--- config.mk ---
export PLATFORM = sky130hd
export DESIGN_NAME = mem_port_arbiter
export DESIGN_NICKNAME = d
export VERILOG_FILES = /design/src/rtl/mem_port_arbiter.sv
export SDC_FILE = /design/constraint.sdc
export NUM_CORES = 1
export LEC_CHECK = 0
export BUFFER_PORTS_ARGS = -buffer_cell sky130_fd_sc_hd__buf_2
export CORE_AREA = 2 2 116 118
export CTS_BUF_LIST = sky130_fd_sc_hd__clkbuf_4
export CTS_CLUSTER_DIAMETER = 120
export DETAILED_ROUTE_END_ITERATION = 10
export DIE_AREA = 0 0 118 120
export GPL_TIMING_DRIVEN = 1
export PLACE_DENSITY = 0.69
export SKIP_LAST_GASP = 1
export SLEW_MARGIN = 20
export SYNTH_ARGS = -nofsm -noshare
export SYNTH_HDL_FRONTEND = slang
export SYNTH_SLANG_ARGS = --single-unit
--- constraint.sdc ---
create_clock -name clk -period 3 [get_ports clk]
set_clock_uncertainty 0.1 [all_clocks]
set_input_delay 0.3 -clock clk [delete_from_list [all_inputs] [get_ports clk]]
set_output_delay 0.3 -clock clk [all_outputs]
set_load 0.03 [all_outputs]
--- src/rtl/mem_port_arbiter.sv ---
`timescale 1ns/1ps
// Two-requester arbiter/sequencer for the unified memory port: IDLE -> ISSUE -> (WAIT) -> RESP.
// Define ARB_ROUND_ROBIN_EN for round-robin tie-breaking; otherwise m0 has fixed priority.
module mem_port_arbiter #(
  parameter int ADDR_W = 32,
  parameter int DATA_W = 32,
  parameter int RD_LAT = 1
) (
  input  logic              clk,
  input  logic              rst,
  input  logic              m0_req,
  input  logic              m0_we,
  input  logic [ADDR_W-1:0] m0_addr,
  input  logic [DATA_W-1:0] m0_wdata,
  output logic              m0_gnt,
  output logic              m0_rvalid,
  output logic [DATA_W-1:0] m0_rdata,
  input  logic              m1_req,
  input  logic              m1_we,
  input  logic [ADDR_W-1:0] m1_addr,
  input  logic [DATA_W-1:0] m1_wdata,
  output logic              m1_gnt,
  output logic              m1_rvalid,
  output logic [DATA_W-1:0] m1_rdata,
  output logic              mem_en,
  output logic              mem_we,
  output logic [ADDR_W-1:0] mem_addr,
  output logic [DATA_W-1:0] mem_wdata,
  input  logic [DATA_W-1:0] mem_rdata,
  output logic              busy
);

  typedef enum logic [1:0] {IDLE, ISSUE, WAIT, RESP} state_t;

  // WAIT lasts RD_LAT-1 cycles, so the counter starts at RD_LAT-2 and exits at zero.
  localparam logic [1:0] CNT_INIT = 2'((RD_LAT > 1) ? (RD_LAT - 2) : 0);

  state_t            state, state_next;
  logic [1:0]        cnt, cnt_next;
  logic              load;
  logic              winner;
  logic              owner;
  logic              we_q;
  logic [ADDR_W-1:0] addr_q;
  logic [DATA_W-1:0] wdata_q;
  logic              mem_en_q;
  logic              mem_we_q;
  logic              sel_we;
  logic [ADDR_W-1:0] sel_addr;
  logic [DATA_W-1:0] sel_wdata;

`ifdef ARB_ROUND_ROBIN_EN
  logic last_owner;

  always_ff @(posedge clk or posedge rst) begin
    if (rst)
      last_owner <= 1'b1;
    else if (state == ISSUE)
      last_owner <= owner;
  end

  // Tie goes to whoever did not own the port last; a lone requester always wins.
  always_comb begin
    winner = 1'b1;
    if (m0_req)
      winner = m1_req ? ~last_owner : 1'b0;
  end
`else
  assign winner = ~m0_req;
`endif

  assign sel_we    = winner ? m1_we    : m0_we;
  assign sel_addr  = winner ? m1_addr  : m0_addr;
  assign sel_wdata = winner ? m1_wdata : m0_wdata;

  always_ff @(posedge clk or posedge rst) begin
    if (rst) begin
      state <= IDLE;
      cnt   <= 2'd0;
    end else begin
      state <= state_next;
      cnt   <= cnt_next;
    end
  end

  always_comb begin
    state_next = state;
    cnt_next   = cnt;
    load       = 1'b0;
    case (state)
      IDLE: begin
        if (m0_req || m1_req) begin
          load       = 1'b1;
          state_next = ISSUE;
        end
      end
      ISSUE: begin
        if (we_q) begin
          state_next = IDLE;
        end else if (RD_LAT > 1) begin
          state_next = WAIT;
          cnt_next   = CNT_INIT;
        end else begin
          state_next = RESP;
        end
      end
      WAIT: begin
        if (cnt == 2'd0)
          state_next = RESP;
        else
          cnt_next = cnt - 2'd1;
      end
      RESP:    state_next = IDLE;
      default: state_next = IDLE;
    endcase
  end

  // Payload is captured on the IDLE->ISSUE edge so mem_* are registered outputs.
  always_ff @(posedge clk or posedge rst) begin
    if (rst) begin
      owner    <= 1'b0;
      we_q     <= 1'b0;
      addr_q   <= '0;
      wdata_q  <= '0;
      mem_en_q <= 1'b0;
      mem_we_q <= 1'b0;
    end else begin
      mem_en_q <= load;
      mem_we_q <= load & sel_we;
      if (load) begin
        owner   <= winner;
        we_q    <= sel_we;
        addr_q  <= sel_addr;
        wdata_q <= sel_wdata;
      end
    end
  end

  assign mem_en    = mem_en_q;
  assign mem_we    = mem_we_q;
  assign mem_addr  = addr_q;
  assign mem_wdata = wdata_q;

  assign busy      = (state != IDLE);
  assign m0_gnt    = (state == ISSUE) && !owner;
  assign m1_gnt    = (state == ISSUE) &&  owner;
  assign m0_rvalid = (state == RESP)  && !owner;
  assign m1_rvalid = (state == RESP)  &&  owner;
  assign m0_rdata  = m0_rvalid ? mem_rdata : '0;
  assign m1_rdata  = m1_rvalid ? mem_rdata : '0;

endmodule

==> flow_summary_export.csv, run 1 <==
group,metric,value,unit
sta,holdWs,38.0,ps
final_layout,stdcell_count,881,
power,p_seq_share,30.7,%
clock_network,cts_tree,"built",
synthesis,synth_cell_types,29,
floorplanning,num_rows,42,
route,avgViaCountPerCell,4.55,
route,vias,4008,
synthesis,async_flop_share,100,%
clock_network,cts-resized-gates,0,
synthesis,syn_nets,557,
sta,maxSlewHeadroom,40.9,%
synthesis,synth_top_area_share,45.6,%
global_route,antenna_found_initial,1,
setup_path,cp_slowest_stage_delay,660,ps
status,status,"completed",
power,clock_power_share,11.9,%
clock_network,numCtsBuffers,9,
synthesis,syn-cell-area,3950,um^2
floorplanning,dieArea,14200,um^2
setup_path,cp-start-kind,"flip-flop",
power,combinationalPowerShare,57.4,%
global_route,grt_pass1_wl,19100,um
flow_run,maxCapViolCount,0,
synthesis,ys_warn_count,0,
setup_path,crit_fanout,33,
route,drt-total-wl,12500,um
setup_path,path_buf_inv,1,
final_layout,nets,867,
route,drtPass1Iterations,4,
sta,fmax,0.399,GHz
placement,place_congestion,0.770,
route,wl_per_cell,14.2,um
sta,period_needed,2500,ps
global_route,grt_pass1_vias,3812,
floorplanning,core,13000,um^2
placement,portBuffers,300,
global_route,grt_max_degree,51,
final_layout,area_growth,48.8,%
power,sw_frac_of_total,51.3,%
synthesis,synth_most_common_cell,"o21ai_1",
power,p_leak,3.25,nW
synthesis,netlist_top_cells_count,"89 x o21ai_1, 72 x dfrtp_1, 66 x mux2i_1, 64 x and2_1, 39 x o21ai_0",
final_layout,post-route-cell-area,5880,um^2
setup_path,crit_chain,"nand2_1 -> nor2_2 -> and2_1 -> buf_2",
placement,hpwl,9140,um
sta,setup_viol,0,
clock_network,clock_latency,420,ps
clock_network,root_buffer,"clkbuf_4",
floorplanning,io_pins,301,
synthesis,ys_seq_area_share,45.6,%
floorplanning,die_h,120,um
synthesis,ys_ff_latch,72,
setup_path,timing_worst_setup_path_type,"flip-flop to primary output",
synthesis,synth_edf_count,0,
setup_path,endpoint_kind,"primary output",
setup_path,slowest_stage,"nor2_2",
route,route.detailed.drc,0,
synthesis,syn_inst,390,
sta,worst_pin_slew,885,ps
sta,tns,0,ps
clock_network,cts.clk_slew.worst_paths,130,ps
synthesis,syn_area_per_cell,10.1,um^2
setup_path,cp_data_required_time,2600,ps
power,pwr_density_cell,912,nW/um^2
final_layout,drive_above_1_share,47.2,%
placement,placed_cells,839,
clock_network,cts.sinks,72,
final_layout,final_util,45.3,%
hold_path,hp-class,"input pin to flip-flop",
power,p_sw,0.00275,W
floorplanning,die_w,118,um
setup_path,cp.arrival,2100,ps
power,power.ir.vdd_worst,0.399,mV
sta,hold_viol_final,0,
sta,drv_slew,0,
setup_path,crit_family,"simple AND/OR/NAND/NOR gates",
route,ant_nets,0,
sta,min_period_over_period,83.5,%
clock_network,htree_levels,3,
synthesis,synth_top_flop_cell,"dfrtp_1",
placement,placed_cell_area,5480,um^2
route,drtIter0Drc,229,
sta,rsz0062_at_grt,"false",
global_route,grt.total_usage,16.9,%
power,p_int,0.00261,W
floorplanning,start_util,30.5,%
global_route,grt.overflow.total,0,
synthesis,netlist.top_cell.by_area,"dfrtp_1",
final_layout,diodes,0,
clock_network,cts_buffer_depth,2,
synthesis,synth_area_leaders,"dfrtp_1 46%, mux2i_1 17%, o21ai_1 11%, and2_1 10%, o21ai_0 4.9%",
-- worst paths after layout --
path	slack (ps)	endpoint	startpoint	cells past startpoint
max	500	m0_rdata[31]	state[1]	4
min	40	mem_addr[6]	m0_addr[6]	3
max reg2reg	1060	mem_addr[25]	state[0]	5
min reg2reg	390	we_q	we_q	1
max in group asynchronous	1720	mem_addr[27]	rst	4
min in group asynchronous	420	mem_addr[6]	rst	3
-- routing by layer --
metal	vias to the layer above	global-route usage [%]	share of wire (%)
li1	1975	-	-
met1	1853	19.2	39
met2	164	30.6	53
met3	14	4.85	6.6
met4	2	5.27	1.3
met5	-	0	0.10
-- worst min-delay path, cell delays in order --
cell     delay (ps)
buf_2            70
mux2i_1          60
o21ai_1         100
-- cells in the final DEF (no fill, tap or decap) --
cell type,n
a21o_1,1
a21oi_1,2
and2_1,64
and3_2,1
and3b_1,1
buf_12,1
buf_2,299
buf_4,8
bufinv_16,1
clkbuf_4,10
clkinv_2,1
clkinv_4,1
clkinvlp_4,2
dfrtp_1,72
dlygate4sd3_1,26
ha_1,1
inv_1,4
inv_2,2
inv_6,1
mux2i_1,66
nand2_1,2
nand2b_1,1
nor2_1,1
nor2_2,1
nor2_4,2
nor3_4,1
nor3b_1,1
o211ai_1,1
o21ai_0,39
o21ai_1,89
o21ai_4,1
or3b_2,1
xnor2_1,1
-- kinds of logic after synthesis --
| kind of cell | count (synthesis) | share of synthesized area [%] |
|---|---|---|
| adders and majority gates | 1 | 0.316 |
| DFF | 72 | 45.6 |
| and+or+nand+nor | 76 | 12.4 |
| muxes | 66 | 16.7 |
| buffers and inverters | 41 | 7.72 |
| AOI/OAI and AO/OA | 133 | 17.1 |
| xor gates and xnor gates | 1 | 0.222 |
-- what timing repair did --
action | in CTS | in global routing
endpoints found under the hold margin | 43 | 4
hold buffers | 21 | 5
setup buffers | 0 | 0
-- registers in the layout, indices dropped and copies added (netlist names) --
signal     count
mem_addr      32
owner          1
state          2
mem_wdata     32
cnt            2
mem_en         1
mem_we         1
we_q           1
-- per-stage QoR --
step           setup WS [ps]  power (W)
3_5_place_dp             952    0.00474
3_3_place_gp            1070    0.00470
5_1_grt                  253    0.00572
4_1_cts                  445    0.00543
6_report                 496    0.00536
2_1_floorplan            775    0.00390
-- cell type report --
type / instances / area [um^2]
fillers: 1321 / 7100
flip-flops and latches: 72 / 1800
well taps: 176 / 220
multi-input cells: 277 / 1860
clock buffers: 10 / 75.1
repair buffers: 334 / 1840
clock inverters: 6 / 67.6
inverters: 6 / 22.5
-- power by group through the flow --
| stage | registers (W) | clock network [W] | logic, W |
|---|---|---|---|
| after global routing | 0.00170 | 0.000707 | 0.00331 |
| after global placement | 0.00165 | 0 | 0.00305 |
| after CTS | 0.00164 | 0.000678 | 0.00311 |
| after floorplan | 0.00249 | 0 | 0.00140 |
| final | 0.00164 | 0.000639 | 0.00308 |
| after detailed placement | 0.00166 | 0 | 0.00309 |
Note: power is estimated with default switching activity, not from simulation.
==> inputs of run 2 (changes only) <==
--- a/config.mk
+++ b/config.mk
@@ -12,7 +12,7 @@
 export DETAILED_ROUTE_END_ITERATION = 10
 export DIE_AREA = 0 0 118 120
 export GPL_TIMING_DRIVEN = 1
-export PLACE_DENSITY = 0.69
+export PLACE_DENSITY = 0.72
 export SKIP_LAST_GASP = 1
 export SLEW_MARGIN = 20
 export SYNTH_ARGS = -nofsm -noshare
==> constraint.sdc (replaced) <==
create_clock -name clk -period 2.1 [get_ports clk]
set_clock_uncertainty 0.1 [all_clocks]
set_input_delay 0.21 -clock clk [delete_from_list [all_inputs] [get_ports clk]]
set_output_delay 0.21 -clock clk [all_outputs]
set_load 0.03 [all_outputs]
==> run 2 against run 1 <==
Effect of this change: routed wire length grew 20%; non-clock buffer count grew 106; core utilization grew 8.3 points; global-route usage grew 4.0 points; flip-flop and latch count is the same; critical endpoint is now m1_rdata[14]; clock power grew 34%; largest cell class is now buffers; sequential share of layout area shrank 4.7 points.
==> flow_summary_export.csv, run 2 (same netlist as run 1, synthesis figures left out) <==
group,metric,value,unit
setup_path,cp-start-kind,"flip-flop",
setup_path,crit_fanout,33,
route,vias,4595,
hold_path,hp-class,"input pin to flip-flop",
sta,fmax,0.504,GHz
final_layout,area_growth,75.9,%
setup_path,ff2ff_path_depth,5,
sta,rsz0062_at_grt,"false",
clock_network,root_buffer,"clkbuf_4",
clock_network,numCtsBuffers,9,
route,drt-total-wl,15000,um
floorplanning,start_util,30.5,%
route,ant_nets,0,
status,status,"completed",
global_route,grt_pass1_vias,4771,
clock_network,cts.sinks,72,
route,drtIter0Drc,231,
power,pwr_density_cell,1150,nW/um^2
final_layout,diodes,0,
power,p_leak,3.69,nW
route,wl_per_cell,15.2,um
setup_path,ff2ff_setup_slack,570,ps
sta,period_needed,1980,ps
setup_path,critical_path.startpoint,"state[0]",
power,power.ir.vdd_worst,0.701,mV
setup_path,r2r_start,"state[0]",
clock_network,cts_buffer_depth,2,
setup_path,endpoint,"m1_rdata[14]",
floorplanning,die_w,118,um
sta,tns,0,ps
clock_network,cts.clk_slew.worst_paths,120,ps
final_layout,mostFrequentLayoutCells,"299 x buf_2, 128 x dlygate4sd3_1, 89 x o21ai_1",
placement,place_congestion,0.756,
sta,hold_viol_final,0,
final_layout,drive_above_1_share,41.5,%
sta,setup_viol,0,
final_layout,layout_commonest_cell,"buf_2",
route,drtPass1Iterations,4,
sta,worst_pin_slew,644,ps
global_route,grt.total_usage,20.8,%
global_route,grt_max_degree,46,
sta,min_period_over_period,94.4,%
setup_path,cp_data_required_time,1790,ps
floorplanning,die_h,120,um
clock_network,htree_levels,3,
floorplanning,dieArea,14200,um^2
route,avgViaCountPerCell,4.66,
final_layout,final_util,53.6,%
placement,portBuffers,300,
setup_path,timing_worst_setup_path_type,"flip-flop to primary output",
setup_path,cp.arrival,1670,ps
final_layout,nets,973,
setup_path,endpoint_kind,"primary output",
clock_network,clock_latency,400,ps
global_route,antenna_found_initial,0,
route,route.detailed.drc,0,
floorplanning,io_pins,301,
global_route,grt_pass1_wl,23500,um
placement,hpwl,9230,um
setup_path,r2r-end,"mem_addr[15]",
global_route,grt.overflow.total,0,
clock_network,cts_tree,"built",
sta,maxSlewHeadroom,57.0,%
floorplanning,num_rows,42,
clock_network,post-cts-setup-buffers,0,
floorplanning,core,13000,um^2
flow_run,maxCapViolCount,0,
sta,drv_slew,0,
==> run 2: cell type report <==
class	instances	area [um^2]
Fill cell	1150	6020
Timing Repair Buffer	440	2920
Multi-Input combinational cell	277	1860
Sequential cell	72	1800
Tap cell	176	220
Clock buffer	9	67.6
Clock inverter	5	58.8
Inverter	6	26.3
==> run 2: where the power goes <==
part / internal [W] / total [W] / switching [W]
clock network: 0.000352 / 0.000855 / 0.000503
logic: 0.00156 / 0.00476 / 0.00321
registers: 0.00203 / 0.00237 / 0.000345
total: 0.00394 / 0.00799 / 0.00405
==> run 2: how the worst min path moves through the flow <==
| stage | from | end | slack [ps] | cells after the start |
|---|---|---|---|---|
| 3_3_place_gp | rst | mem_wdata[19] | 230 | 2 |
| 3_5_place_dp | rst | mem_wdata[19] | 230 | 2 |
| 4_1_cts | m0_addr[17] | mem_addr[17] | 0.6 | 3 |
| 6_report | m0_addr[17] | mem_addr[17] | 40 | 3 |
| 5_1_grt | m1_we | mem_we | 30 | 3 |
| 2_1_floorplan | rst | cnt[0] | 290 | 1 |
==> run 2: metrics by stage <==
stage / hold WS, ps / cell area, um^2 / power (W) / worst slack (ps) / cells
3_5_place_dp: 232 / 5540 / 0.00689 / 426 / 843
3_3_place_gp: 234 / 5540 / 0.00680 / 498 / 843
4_1_cts: 0.559 / 6950 / 0.00799 / 35.5 / 985
6_report: 36.3 / 6960 / 0.00799 / 117 / 985
5_1_grt: 32.7 / 6960 / 0.00850 / 2.23 / 985
2_1_floorplan: 288 / 3960 / 0.00557 / 608 / 390
==> run 2: what timing repair did <==
| action | 4_1_cts | 5_1_grt |
|---|---|---|
| pin swaps | 0 | 1 |
| setup endpoints to repair | 32 | 34 |
| endpoints found under the hold margin | 90 | 0 |
| hold buffers | 128 | 0 |
| resized for setup | 1 | 2 |
==> run 2: layer usage <==
metal / GRT usage, % / wire length (um) / share of wire [%] / vias to the layer above
met5: 0 / 0 / 0 / -
met4: 8.66 / 364 / 2.4 / 0
met3: 5.51 / 1070 / 7.1 / 28
met2: 40.5 / 8240 / 55 / 243
met1: 20.8 / 5340 / 36 / 2137
li1: - / - / - / 2187
==> run 2: critical path, cell delays in order (launching register included) <==
cell	delay (ps)
dfrtp_1	490
and3_4	400
and2_1	180
buf_2	190
==> inputs of run 3 (changes only) <==
--- a/config.mk
+++ b/config.mk
@@ -12,7 +12,8 @@
 export DETAILED_ROUTE_END_ITERATION = 10
 export DIE_AREA = 0 0 118 120
 export GPL_TIMING_DRIVEN = 1
-export PLACE_DENSITY = 0.72
+export PLACE_DENSITY = 0.67
+export REMOVE_ABC_BUFFERS = 1
 export SKIP_LAST_GASP = 1
 export SLEW_MARGIN = 20
 export SYNTH_ARGS = -nofsm -noshare
==> run 3 against run 2 <==
Effect of this change: die area stayed put; clock power is 2% higher; fmax is 2.5% higher; core utilization is 0.32 points lower; sequential power hardly changed; power is 0.20% lower; final cell count is 0.20% lower; sequential share of layout area is 0.17 points higher; first-iteration DRC count stayed put; routed wire length is 6.6% higher; critical path depth is 2 higher; cell area is 0.59% lower; critical path type unchanged; largest cell class unchanged.
==> flow_summary_export.csv, run 3 (same netlist as run 1, synthesis figures left out) <==
group,metric,value,unit
hold_path,hp-class,"input pin to flip-flop",
power,pwr_density_cell,1150,nW/um^2
setup_path,ff2ff_path_depth,5,
setup_path,crit_chain,"nand2_1 -> nor2_2 -> buf_4 -> and2_1 -> buf_2",
route,vias,4567,
clock_network,clock_latency,400,ps
setup_path,ff2ff_setup_slack,640,ps
sta,min_period_over_period,92.2,%
clock_network,root_buffer,"clkbuf_4",
route,ant_nets,0,
placement,hpwl,10200,um
setup_path,cp.arrival,1630,ps
sta,setup_viol,0,
final_layout,area_growth,74.9,%
floorplanning,core,13000,um^2
setup_path,crit_family,"buffers and inverters",
setup_path,endpoint_kind,"primary output",
floorplanning,num_rows,42,
clock_network,cts_tree,"built",
flow_run,maxCapViolCount,0,
setup_path,timing_worst_setup_path_type,"flip-flop to primary output",
hold_path,holdPathStages,3,
route,avgViaCountPerCell,4.65,
clock_network,htree_levels,3,
setup_path,cp-start-kind,"flip-flop",
setup_path,cp_slowest_stage_delay,440,ps
sta,rsz0062_at_grt,"false",
hold_path,min_to,"mem_addr[22]",
sta,maxSlewHeadroom,62.6,%
clock_network,numCtsBuffers,9,
floorplanning,dieArea,14200,um^2
floorplanning,die_w,118,um
final_layout,mostFrequentLayoutCells,"299 x buf_2, 121 x dlygate4sd3_1, 89 x o21ai_1",
hold_path,holdCritStartpoint,"m1_addr[22]",
final_layout,drive_above_1_share,42.0,%
placement,portBuffers,300,
setup_path,path_buf_inv,2,
global_route,grt.overflow.total,0,
setup_path,r2r_start,"state[0]",
setup_path,cp_data_required_time,1790,ps
clock_network,cts_buffer_depth,2,
clock_network,cts.sinks,72,
final_layout,nets,967,
global_route,grt_max_degree,68,
floorplanning,io_pins,301,
sta,drv_slew,0,
floorplanning,start_util,30.5,%
status,status,"completed",
clock_network,post-cts-setup-buffers,0,
final_layout,layout_commonest_cell,"buf_2",
setup_path,crit_fanout,33,
route,drtIter0Drc,231,
route,drt-total-wl,16000,um
floorplanning,die_h,120,um
sta,fmax,0.517,GHz
setup_path,r2r-end,"mem_addr[12]",
clock_network,cts.clk_slew.worst_paths,130,ps
sta,period_needed,1940,ps
final_layout,stdcell_count,983,
route,drtPass1Iterations,4,
final_layout,nFillCells,1143,
sta,holdWs,22.1,ps
sta,worst_pin_slew,561,ps
global_route,antenna_found_initial,4,
route,wl_per_cell,16.3,um
route,route.detailed.drc,0,
setup_path,slowest_stage,"dfrtp_2",
final_layout,multi_input_area,1860,um^2
placement,placed_cells,844,
global_route,grt.total_usage,22.3,%
final_layout,ff_latch_area,1800,um^2
global_route,grt_pass1_vias,4604,
sta,hold_viol_final,0,
power,p_leak,3.68,nW
placement,place_congestion,1.01,
power,power.ir.vdd_worst,0.586,mV
global_route,grt_pass1_wl,24600,um
==> run 3: per-stage QoR <==
stage,total power [W],setup TNS [ps],util (%),setup WS [ps],instance area [um^2]
floorplan,0.00526,-2510,-,-34.9,3670
global placement,0.00681,0,42.8,550,5560
detailed placement,0.00687,0,42.8,475,5560
CTS,0.00797,0,53.1,66.6,6890
global route,0.00849,0,53.3,24.3,6910
finish,0.00798,0,53.3,164,6910
==> run 3: final cells by class <==
cell class,count,area share [%]
antenna,3,0.109
clock buffer,10,1.09
clock inverter,5,0.832
inverter,6,0.344
multi-input combinational,277,26.9
sequential,72,26.1
tap,176,3.18
timing repair buffer,434,41.4
==> run 3: worst max path at each step <==
| stage | startpoint | end | slack, ps | cells past startpoint |
|---|---|---|---|---|
| after CTS | state[1] | m0_rdata[14] | 70 | 5 |
| after global routing | state[1] | m0_rdata[14] | 20 | 5 |
| after global placement | state[1] | m1_rdata[0] | 550 | 3 |
| final | state[1] | m0_rdata[14] | 160 | 5 |
| after detailed placement | state[1] | m1_rdata[8] | 470 | 3 |
| after floorplan | rst | cnt[0] | -30 | 1 |
==> run 3: metal layers <==
| metal | global-route usage, % | up-vias | share of wire [%] |
|---|---|---|---|
| li1 | - | 2173 | - |
| met1 | 23.0 | 2122 | 36 |
| met2 | 42.0 | 241 | 54 |
| met3 | 6.70 | 31 | 7.8 |
| met4 | 8.58 | 0 | 2.7 |
| met5 | 0 | - | 0 |
==> run 3: what timing repair did <==
item,CTS,global route
gates cloned,0,0
endpoints found under the setup margin,2,32
hold buffers,120,1
gates resized for setup,1,2
endpoints found under the hold margin,90,1
==> run 3: worst register-to-register path: cells and delay by family (launching register included) <==
family,cells,cell delay (ps)
DFF,1,470
AOI/OAI and AO/OA,2,330
buffers and inverters,2,260
and+or+nand+nor,1,180
==> run 3: power breakdown <==
group	switching, W	internal, W	total [W]
clock	0.000504	0.000371	0.000874
sequential	0.000330	0.00203	0.00236
combinational	0.00321	0.00153	0.00474
total	0.00404	0.00393	0.00798
